$ cat config.mk
export PLATFORM = sky130hd
export DESIGN_NAME = sobel_frame_ctrl
export DESIGN_NICKNAME = d
export VERILOG_FILES = /design/src/rtl/sobel_ctrl_pkg.sv /design/src/rtl/sobel_skid_fifo.sv /design/src/rtl/sobel_frame_ctrl.sv
export SDC_FILE = /design/constraint.sdc
export NUM_CORES = 1
export LEC_CHECK = 0
export ABC_AREA = 1
export CORE_AREA = 2 2 163 165
export DETAILED_ROUTE_END_ITERATION = 8
export DIE_AREA = 0 0 165 167
export MAX_ROUTING_LAYER = met4
export PLACE_DENSITY_LB_ADDON = 0.2
export SYNTH_ARGS = -nofsm -noshare
export SYNTH_HDL_FRONTEND = slang
export SYNTH_HIERARCHICAL = 1
export SYNTH_SLANG_ARGS = --single-unit
$ cat constraint.sdc
create_clock -name i_clk -period 4.52 [get_ports i_clk]
set_clock_uncertainty 0.1 [all_clocks]
set_input_delay 0.678 -clock i_clk [delete_from_list [all_inputs] [get_ports i_clk]]
set_output_delay 0.678 -clock i_clk [all_outputs]
set_load 0.02 [all_outputs]
$ cat src/rtl/sobel_ctrl_pkg.sv
// ---------------------------------------------------------------------------
// sobel_ctrl_pkg
// Shared definitions for the Sobel frame controller slice: default field
// widths, the controller state encoding and the skid buffer depth.
// ---------------------------------------------------------------------------
package sobel_ctrl_pkg;

    // Default widths: frame dimension fields, memory address, RGB/result data.
    localparam int DIM_W_DEF  = 10;
    localparam int ADDR_W_DEF = 20;
    localparam int DATA_W_DEF = 24;

    // The skid buffer absorbs one read return plus one stalled pixel.
    localparam int SKID_DEPTH = 2;

    typedef enum logic [1:0] {
        ST_IDLE  = 2'd0,
        ST_RUN   = 2'd1,
        ST_DRAIN = 2'd2,
        ST_DONE  = 2'd3
    } state_t;

endpackage : sobel_ctrl_pkg

$ cat src/rtl/sobel_skid_fifo.sv
// ---------------------------------------------------------------------------
// sobel_skid_fifo
// Two-entry FIFO that catches pixel-memory read returns so the filter can
// stall (i_rgb_busy) without losing data already requested from memory.
//
// Ports:
//   clk, rst    clock, asynchronous active-high reset
//   push        write push_data this cycle (ignored when full and not popping)
//   push_data   entry to write
//   pop         remove the head entry this cycle (ignored when empty)
//   head        current head entry, 0 when empty
//   empty       no entries held
//   count       number of entries held (0..2)
// ---------------------------------------------------------------------------
module sobel_skid_fifo
    import sobel_ctrl_pkg::*;
#(
    parameter int DATA_W = DATA_W_DEF
) (
    input  logic              clk,
    input  logic              rst,
    input  logic              push,
    input  logic [DATA_W-1:0] push_data,
    input  logic              pop,
    output logic [DATA_W-1:0] head,
    output logic              empty,
    output logic [1:0]        count
);

    logic [DATA_W-1:0] mem [SKID_DEPTH];
    logic              wr_ptr;
    logic              rd_ptr;
    logic [1:0]        cnt;
    logic              push_ok;
    logic              pop_ok;

    assign pop_ok  = pop && (cnt != 2'd0);
    // A push into a full buffer is only legal when the head leaves the same cycle.
    assign push_ok = push && ((cnt != 2'd2) || pop_ok);

    // NOTE: the storage is reset along with the pointers so head never shows
    // stale data from an aborted frame; at two entries the cost is negligible.
    always_ff @(posedge clk or posedge rst) begin
        if (rst) begin
            for (int i = 0; i < SKID_DEPTH; i++) begin
                mem[i] <= '0;
            end
            wr_ptr <= 1'b0;
            rd_ptr <= 1'b0;
            cnt    <= 2'd0;
        end else begin
            if (push_ok) begin
                mem[wr_ptr] <= push_data;
                wr_ptr      <= ~wr_ptr;
            end
            if (pop_ok) begin
                rd_ptr <= ~rd_ptr;
            end
            cnt <= cnt + 2'(push_ok) - 2'(pop_ok);
        end
    end

    assign empty = (cnt == 2'd0);
    assign count = cnt;
    assign head  = empty ? '0 : mem[rd_ptr];

endmodule : sobel_skid_fifo

$ cat src/rtl/sobel_frame_ctrl.sv
// ---------------------------------------------------------------------------
// sobel_frame_ctrl
// Frame sequencer around a streaming Sobel filter. On start it reads
// width*height pixels from pixel memory (addresses 0..N-1), streams them to
// the filter through a 2-entry skid buffer, and writes each filter result to
// result memory (addresses 0..N-1). o_done pulses once the N-th result is
// written.
//
// Ports:
//   i_clk, i_rst              clock, asynchronous active-high reset
//   i_start                   frame request, sampled in IDLE only
//   i_width, i_height         frame size, captured on the accepted start
//   o_busy / o_done           frame in progress / one-cycle completion pulse
//   o_rd_en, o_rd_addr        pixel memory read request
//   i_rd_data                 pixel memory data, one cycle after o_rd_en
//   o_pix_vld, o_pix_data     pixel stream to the filter
//   i_pix_busy                filter back-pressure on the pixel stream
//   i_res_vld, i_res_data     result stream from the filter
//   o_res_busy                back-pressure on the result stream
//   o_wr_en, o_wr_addr,
//   o_wr_data                 result memory write (never stalls)
// ---------------------------------------------------------------------------
module sobel_frame_ctrl
    import sobel_ctrl_pkg::*;
#(
    parameter int DIM_W  = DIM_W_DEF,
    parameter int ADDR_W = ADDR_W_DEF,
    parameter int DATA_W = DATA_W_DEF
) (
    input  logic              i_clk,
    input  logic              i_rst,
    input  logic              i_start,
    input  logic [DIM_W-1:0]  i_width,
    input  logic [DIM_W-1:0]  i_height,
    output logic              o_busy,
    output logic              o_done,
    output logic              o_rd_en,
    output logic [ADDR_W-1:0] o_rd_addr,
    input  logic [DATA_W-1:0] i_rd_data,
    output logic              o_pix_vld,
    output logic [DATA_W-1:0] o_pix_data,
    input  logic              i_pix_busy,
    input  logic              i_res_vld,
    input  logic [DATA_W-1:0] i_res_data,
    output logic              o_res_busy,
    output logic              o_wr_en,
    output logic [ADDR_W-1:0] o_wr_addr,
    output logic [DATA_W-1:0] o_wr_data
);

    localparam int CNT_W = 2 * DIM_W;

    state_t            state;
    logic [CNT_W-1:0]  frame_n;      // size presented on the inputs this cycle
    logic [CNT_W-1:0]  n_total;      // size captured for the running frame
    logic [CNT_W-1:0]  n_last;
    logic [CNT_W-1:0]  rd_cnt;
    logic [CNT_W-1:0]  snd_cnt;
    logic [CNT_W-1:0]  wr_cnt;
    logic              rd_inflight;  // a read issued last cycle returns now
    logic              rd_en;
    logic              pix_xfer;
    logic              res_xfer;
    logic [2:0]        occ_next;

    logic [DATA_W-1:0] fifo_head;
    logic              fifo_empty;
    logic [1:0]        fifo_count;

    assign frame_n  = CNT_W'(i_width) * CNT_W'(i_height);
    assign n_last   = n_total - CNT_W'(1);
    assign pix_xfer = o_pix_vld && !i_pix_busy;
    assign res_xfer = i_res_vld && !o_res_busy;

    // Read issue. The occupancy used is what the buffer will hold after this
    // cycle's pop; counting the departing head as still present would halve
    // the streaming rate, while this form still bounds the buffer at two.
    // NOTE: every always_comb output gets a default first so no path can
    // leave it unassigned and infer a latch.
    always_comb begin
        occ_next = 3'd0;
        rd_en    = 1'b0;
        occ_next = {1'b0, fifo_count} - {2'b00, pix_xfer} + {2'b00, rd_inflight};
        if ((state == ST_RUN) && (rd_cnt < n_total) && (occ_next < 3'd2)) begin
            rd_en = 1'b1;
        end
    end

    sobel_skid_fifo #(
        .DATA_W (DATA_W)
    ) u_skid (
        .clk       (i_clk),
        .rst       (i_rst),
        .push      (rd_inflight),
        .push_data (i_rd_data),
        .pop       (pix_xfer),
        .head      (fifo_head),
        .empty     (fifo_empty),
        .count     (fifo_count)
    );

    // Frame sequencer. o_busy, o_done and o_res_busy are registered alongside
    // the state so they change exactly on state transitions.
    // NOTE: all sequential state uses non-blocking assignments so every flop
    // samples pre-edge values regardless of statement order.
    always_ff @(posedge i_clk or posedge i_rst) begin
        if (i_rst) begin
            state       <= ST_IDLE;
            n_total     <= '0;
            rd_cnt      <= '0;
            snd_cnt     <= '0;
            wr_cnt      <= '0;
            rd_inflight <= 1'b0;
            o_busy      <= 1'b0;
            o_done      <= 1'b0;
            o_res_busy  <= 1'b1;
        end else begin
            rd_inflight <= rd_en;
            if (rd_en) begin
                rd_cnt <= rd_cnt + CNT_W'(1);
            end
            if (pix_xfer) begin
                snd_cnt <= snd_cnt + CNT_W'(1);
            end
            if (res_xfer) begin
                wr_cnt <= wr_cnt + CNT_W'(1);
            end

            case (state)
                ST_IDLE: begin
                    if (i_start) begin
                        n_total <= frame_n;
                        rd_cnt  <= '0;
                        snd_cnt <= '0;
                        wr_cnt  <= '0;
                        o_busy  <= 1'b1;
                        if (frame_n == '0) begin
                            // Empty frame: complete without touching memory.
                            state  <= ST_DONE;
                            o_done <= 1'b1;
                        end else begin
                            state      <= ST_RUN;
                            o_res_busy <= 1'b0;
                        end
                    end
                end

                ST_RUN: begin
                    if (pix_xfer && (snd_cnt == n_last)) begin
                        // The last result cannot normally coincide with the
                        // last pixel, but finishing directly keeps it safe.
                        if (res_xfer && (wr_cnt == n_last)) begin
                            state      <= ST_DONE;
                            o_done     <= 1'b1;
                            o_res_busy <= 1'b1;
                        end else begin
                            state <= ST_DRAIN;
                        end
                    end
                end

                ST_DRAIN: begin
                    if (res_xfer && (wr_cnt == n_last)) begin
                        state      <= ST_DONE;
                        o_done     <= 1'b1;
                        o_res_busy <= 1'b1;
                    end
                end

                ST_DONE: begin
                    state  <= ST_IDLE;
                    o_done <= 1'b0;
                    o_busy <= 1'b0;
                end

                default: begin
                    state      <= ST_IDLE;
                    o_done     <= 1'b0;
                    o_busy     <= 1'b0;
                    o_res_busy <= 1'b1;
                end
            endcase
        end
    end

    assign o_rd_en    = rd_en;
    assign o_rd_addr  = ADDR_W'(rd_cnt);
    assign o_pix_vld  = !fifo_empty;
    assign o_pix_data = fifo_head;
    assign o_wr_en    = res_xfer;
    assign o_wr_addr  = ADDR_W'(wr_cnt);
    // Result data passes straight through; forced to zero outside a write.
    assign o_wr_data  = res_xfer ? i_res_data : '0;

endmodule : sobel_frame_ctrl

==> flow_summary_export.csv, run 1 <==
group,metric,value,unit
run_status,outcome,"complete, but fails checks",
run_status,violations,"setup timing",
cts,tritoncts,"done",
grt,antenna_found_initial,0,
grt,track_usage,27.9,%
timing,slew_headroom,29.3,%
synthesis,avgSynthCellArea,6.81,um^2
critical_path,reg2reg_from,"n_total[0]$_DFFE_PP0P_",
place,gp_congestion,1.00,
die,start_util,49.3,%
synthesis,syn_inst,1865,
place,dp.cells,2390,
cts,cts-root-buf,"clkbuf_16",
critical_path,worst_r2r_path_depth,17,
final_layout,fillers,2322,
synthesis,synth_ff_type,"dfrtp_1",
final_layout,finish.utilization,63.3,%
final_layout,multi_input_area,8240,um^2
timing,fmax,0.202,GHz
synthesis,netlist_area,12700,um^2
critical_path,crit_path_start,"i_height[1]",
synthesis,synth-seq-cells,138,
run,max_cap_violations,0,
power_and_ir_drop,irDropWorstVdd,0.000371,V
critical_path,crit_arrival,5.17,ns
synthesis,synth_nets,2086,
power_and_ir_drop,p_leak,8.52,nW
grt,grt_max_degree,55,
synthesis,async_flop_share,100,%
final_layout,final_area,16300,um^2
cts,path_clk_slew,0.06,ns
critical_path,endpoint,"o_done$_DFFE_PP0P_",
die,die_w,165,um
timing,slew_viol_final,0,
cts,numCtsBuffers,17,
routing,drtIter0Drc,1079,
timing,whs,0.370,ns
routing,wl_met1,16200,um
critical_path,rrSetupSlack,1.49,ns
routing,wl,36800,um
routing,drcViolationCount,0,
place,placedInstanceArea,15300,um^2
timing,hold_viol_final,0,
cts,clk_latency,0.42,ns
timing,rsz0062_at_grt,"yes",
final_layout,regArea,3450,um^2
grt,grt_pass1_wl,60600,um
place,dp_hpwl,28100,um
timing,finalCritPeriodShare,110,%
final_layout,stdcell_count,2425,
routing,via_per_inst,5.31,
place,portBuffers,166,
die,io_pins,167,
die,core-area,25800,um^2
synthesis,seq_area_frac_synth,27.2,%
timing,finalSetupViolCount,7,
timing,tightest_slew,1.06,ns
timing,fin_crit,4.96,ns
power_and_ir_drop,power.density,665,nW/um^2
critical_path,cp_data_required_time,4.73,ns
final_layout,area.growth.synth_to_final,28.3,%
die,die-area,27600,um^2
grt,grt_pass1_vias,12800,
routing,wl_met2,17800,um
routing,postRouteAntennaNets,0,
critical_path,path_class,"input port to flop",
min_path,worstHoldPathType,"flop to flop",
final_layout,num_antenna_cells,0,
final_layout,nNetsFinal,2298,
cts,clk_path_buf_depth,2,
synthesis,synth.distinct_cells,44,
timing,worst_slack,-0.437,ns
critical_path,r2r_end,"state[0]$_DFFE_PP0P_",
critical_path,crit_path_end_kind,"flop",
final_layout,drive_gt1_share,13.7,%
timing,setup_tns,-1.41,ns
cts,htreeDepth,4,
routing,wl_per_cell,15.2,um
die,rows,59,
die,die_height,167,um
synthesis,synth_edf_count,0,
cts,cts_sinks,138,
grt,grt_overflow,0,
critical_path,start_kind,"input port",
synthesis,yosysWarningCount,6,
routing,met3_length,2170,um
routing,top_layer,"met4",
routing,vias,12900,
routing,dr.pass1.iters,6,
critical_path,crit_fanout,5,
## routing by layer
metal,vias to the layer above,global-route usage (%)
met3,60,3.41
met4,0,6.88
met5,-,-
li1,6307,-
met2,426,47.0
met1,6085,35.8
## cell type report
cell class                 instances  area share (%)
multi-input combinational       1346            50.5
sequential                       138            21.2
timing repair buffer             259            14.7
inverter                         315            7.29
clock buffer                      20            2.74
tap                              335            2.57
clock inverter                    12           0.997
## cells by family (layout without fill, tap and decap cells)
logic type                 Yosys count  in the layout  synth area share (%)
AOI/OAI and AO/OA                  175            175                  7.23
xor gates and xnor gates            20             20                  1.59
adders and majority gates          148            148                  18.3
buffers and inverters              381            606                  11.6
DFF                                138            138                  27.2
and+or+nand+nor                   1003           1003                  34.1
## how the worst min path moves through the flow
stage | from | to | slack [ns] | cells past startpoint
CTS | o_res_busy$_DFFE_PP1P_ | o_res_busy$_DFFE_PP1P_ | 0.37 | 2
finish | u_skid/mem[11]$_DFFE_PP0P_ | u_skid/mem[11]$_DFFE_PP0P_ | 0.37 | 2
global placement | u_skid/mem[14]$_DFFE_PP0P_ | u_skid/mem[14]$_DFFE_PP0P_ | 0.35 | 2
floorplan | u_skid/mem[10]$_DFFE_PP0P_ | u_skid/mem[10]$_DFFE_PP0P_ | 0.34 | 2
detailed placement | u_skid/mem[14]$_DFFE_PP0P_ | u_skid/mem[14]$_DFFE_PP0P_ | 0.36 | 2
global route | u_skid/mem[43]$_DFFE_PP0P_ | u_skid/mem[43]$_DFFE_PP0P_ | 0.39 | 2
## critical path: stages
cell and delay, ns:
buf_12 0.10, nand2_4 0.05, fa_1 0.53, inv_1 0.05
fa_1 0.47, fa_1 0.52, fa_1 0.51, inv_1 0.05
fa_1 0.51, inv_2 0.04, ha_4 0.30, nand2_2 0.06
nand2_2 0.09, nand2_1 0.06, and2_4 0.14, nand3_2 0.08
nand2_2 0.06, nand2_1 0.07, nand2_1 0.07, nand2_2 0.09
nand3_2 0.07, nor2_2 0.10, nand2_2 0.13, nand2_2 0.12
inv_2 0.05, o21ai_2 0.10, nand2_1 0.05
## registers in the layout, summed over array words and instances, names as in the netlist
signal	count
o_wr_addr	20
o_busy	1
u_skid/wr_ptr	1
u_skid/rd_ptr	1
o_rd_addr	20
snd_cnt	20
n_total	20
u_skid/count	2
o_done	1
state	2
rd_inflight	1
u_skid/mem	48
o_res_busy	1
## Yosys cell counts (11+ instances only)
cell        n  area (um^2)
clkbuf_1   39          146
nor4_1     11         68.8
nand2_1   576         2160
dfrtp_1   137         3430
fa_1       63         1260
nand4_1    70          438
buf_2      15         75.1
inv_1     309         1160
o21ai_0    64          320
ha_1       85         1060
xor2_1     14          123
nor3_1     18         90.1
a21oi_1    92          460
nand3_1   136          681
nor2_1    153          574
## repair_timing
action	CTS	global route
pin swaps	52	58
hold buffers	0	0
endpoints found under the setup margin	17	16
setup buffers	8	6
resized for setup	135	99
## report_power, final
group | leakage (nW) | internal, mW | switching [mW] | total (mW)
sequential | 1.80 | 1.61 | 0.433 | 2.04
clock | 0.292 | 0.892 | 0.590 | 1.48
combinational | 6.43 | 3.12 | 4.20 | 7.32
total | 8.52 | 5.62 | 5.23 | 10.8
## placed cells by master, fill, tap and decap left out, drive strengths merged, types with 2 or more instances in the layout
master,netlist,routed
xnor2,4,4
nand3b,7,7
a21oi,92,92
nor3,20,20
xor2,14,14
bufinv,0,3
nor4,11,11
clkinv,0,4
ha,85,85
nor2,165,165
nand3,139,139
xnor3,2,2
dfrtp,137,137
inv,315,318
o21a,5,5
clkinvlp,0,2
a31oi,2,2
clkbuf,39,23
nand4,70,70
nor3b,3,3
a211oi,2,2
o21ai,67,67
nand2,586,586
fa,63,63
clkdlybuf4s50,0,147
buf,27,109
## stage by stage
stage	power (mW)	worst slack, ns
5_1_grt	11.7	-0.669
4_1_cts	10.5	-0.525
3_5_place_dp	8.39	-1.50
2_1_floorplan	6.04	-0.540
6_report	10.8	-0.437
3_3_place_gp	8.26	-1.43
No activity file was read; power rests on OpenSTA's default activity.
==> run 2, diff against run 1 <==
--- a/config.mk
+++ b/config.mk
@@ -6,11 +6,13 @@
 export NUM_CORES = 1
 export LEC_CHECK = 0
 export ABC_AREA = 1
+export CAP_MARGIN = 20
 export CORE_AREA = 2 2 163 165
 export DETAILED_ROUTE_END_ITERATION = 8
 export DIE_AREA = 0 0 165 167
 export MAX_ROUTING_LAYER = met4
 export PLACE_DENSITY_LB_ADDON = 0.2
+export SKIP_LAST_GASP = 1
 export SYNTH_ARGS = -nofsm -noshare
 export SYNTH_HDL_FRONTEND = slang
 export SYNTH_HIERARCHICAL = 1
==> constraint.sdc (replaced) <==
create_clock -name i_clk -period 4.52 [get_ports i_clk]
set_clock_uncertainty 0.1 [all_clocks]
set_input_delay 0.678 -clock i_clk [delete_from_list [all_inputs] [get_ports i_clk]]
set_output_delay 0.678 -clock i_clk [all_outputs]
set_load 0.05 [all_outputs]
==> flow_summary_export.csv, run 2 (synthesized netlist as in run 1, its figures left out) <==
group,metric,value,unit
timing,rsz0062_at_grt,"yes",
grt,grt_pass1_wl,61900,um
critical_path,reg2reg_from,"n_total[0]$_DFFE_PP0P_",
min_path,worstHoldPathType,"flop to flop",
min_path,hold_start,"u_skid/mem[2]$_DFFE_PP0P_",
timing,fin_crit,4.97,ns
run,max_cap_violations,0,
power_and_ir_drop,irDropWorstVdd,0.000547,V
min_path,min_path_cells,2,
place,gp_congestion,0.948,
power_and_ir_drop,p_sw_share,51.4,%
timing,finalSetupViolCount,10,
place,dp_slack,-1.47,ns
critical_path,crit_path_start,"i_height[3]",
critical_path,crit_arrival,5.19,ns
cts,clk_latency,0.43,ns
final_layout,multi_input_area,8380,um^2
die,start_util,49.3,%
final_layout,stdcell_count,2436,
final_layout,final_cell_mix,"nand2_1, inv_1, clkdlybuf4s50_1",
final_layout,regArea,3450,um^2
grt,grt_overflow,0,
final_layout,largest_reg_flops,48,
timing,hold_viol_final,0,
critical_path,crit_path_end_kind,"flop",
critical_path,cp_data_required_time,4.74,ns
cts,clk_path_buf_depth,2,
routing,wl_per_cell,15.7,um
timing,finalCritPeriodShare,110,%
place,dp_hpwl,28700,um
place,portBuffers,166,
cts,cts_sinks,138,
critical_path,rrSetupSlack,1.37,ns
routing,drtIter0Drc,1004,
critical_path,r2r_end,"state[0]$_DFFE_PP0P_",
final_layout,num_antenna_cells,0,
run_status,outcome,"complete, but fails checks",
final_layout,area.growth.synth_to_final,29.8,%
power_and_ir_drop,pwr-share-comb,70.7,%
place,dp.cells,2395,
routing,vias,13000,
grt,grt_pass1_vias,12500,
die,io_pins,167,
timing,slew_viol_final,0,
final_layout,fillers,2325,
timing,worst_slack,-0.449,ns
power_and_ir_drop,power.density,708,nW/um^2
cts,cts-root-buf,"clkbuf_16",
power_and_ir_drop,p_leak,8.60,nW
timing,fmax,0.201,GHz
final_layout,drive_gt1_share,14.9,%
routing,dr.pass1.iters,6,
final_layout,final_common_cell,"nand2_1",
timing,slew_headroom,31.8,%
cts,htreeDepth,4,
grt,grt_max_degree,55,
grt,antenna_found_initial,0,
final_layout,final_area,16500,um^2
routing,via_per_inst,5.35,
cts,ctsHoldBuffers,0,
power_and_ir_drop,power,11.7,mW
grt,track_usage,28.8,%
routing,wl,38300,um
routing,postRouteAntennaNets,0,
cts,path_clk_slew,0.07,ns
critical_path,path_class,"input port to flop",
critical_path,crit_fanout,4,
power_and_ir_drop,switching_power,6.01,mW
place,placedInstanceArea,15300,um^2
routing,drcViolationCount,0,
cts,numCtsBuffers,17,
power_and_ir_drop,p_int,5.68,mW
die,die_w,165,um
final_layout,finish.utilization,64.0,%
timing,tightest_slew,1.02,ns
cts,tritoncts,"done",
timing,whs,0.371,ns
final_layout,nNetsFinal,2309,
power_and_ir_drop,seq_power_share,17.5,%
critical_path,start_kind,"input port",
die,die_height,167,um
min_path,worstHoldEndpoint,"u_skid/mem[2]$_DFFE_PP0P_",
die,core-area,25800,um^2
run_status,violations,"setup timing",
power_and_ir_drop,clockPowerShare,11.8,%
timing,setup_tns,-1.85,ns
die,rows,59,
critical_path,worst_r2r_path_depth,17,
final_layout,regMostFlops,"u_skid/mem",
die,die-area,27600,um^2
-- run 2: final cells by class --
class / instances / area share, %
inverter: 315 / 7.19
sequential: 138 / 20.9
multi-input combinational: 1346 / 50.8
clock buffer: 18 / 2.66
clock inverter: 14 / 0.781
timing repair buffer: 270 / 15.1
tap: 335 / 2.54
-- run 2: worst max path at each step --
stage               slack (ns)            endpoint  depth (start not counted)
floorplan                -0.55  o_done$_DFFE_PP0P_                         27
global placement         -1.40  o_done$_DFFE_PP0P_                         28
detailed placement       -1.47  o_done$_DFFE_PP0P_                         27
CTS                      -0.51  o_done$_DFFE_PP0P_                         29
global route             -0.68  o_done$_DFFE_PP0P_                         27
finish                   -0.45  o_done$_DFFE_PP0P_                         27
-- run 2: worst max-delay path, stage by stage --
cell	delay, ns
buf_8	0.09
buf_6	0.09
nand2_4	0.04
fa_1	0.47
inv_1	0.05
fa_1	0.48
fa_1	0.53
fa_1	0.57
inv_2	0.04
fa_1	0.54
inv_2	0.05
ha_4	0.30
nand2_4	0.08
nor2_4	0.11
nand3_4	0.10
nand2_4	0.11
nand2_2	0.05
nand2_2	0.07
nand2_2	0.06
nor2_2	0.09
nand3_2	0.09
nor2_4	0.13
nand2_4	0.09
nand2_4	0.08
inv_2	0.04
o21ai_1	0.10
nand2_1	0.06
-- run 2: timing repair --
action                     in CTS  in global routing
setup endpoints to repair      17                 15
setup buffers                   8                  7
resized for setup             120                127
pin swaps                      36                 75
-- run 2: routing by layer --
metal	vias up	routed length, um	global-route usage [%]
met5	-	0	-
met4	0	603	5.97
met3	47	2550	4.18
met2	463	18200	46.4
met1	6194	16900	38.7
li1	6335	-	-
-- run 2: power by group through the flow --
stage | Combinational, mW | Clock, mW | Sequential, mW
3_3_place_gp | 6.79 | 0 | 2.04
2_1_floorplan | 4.41 | 0 | 2.09
4_1_cts | 7.36 | 1.40 | 2.04
5_1_grt | 9.07 | 1.45 | 2.09
3_5_place_dp | 6.88 | 0 | 2.06
6_report | 8.27 | 1.38 | 2.05
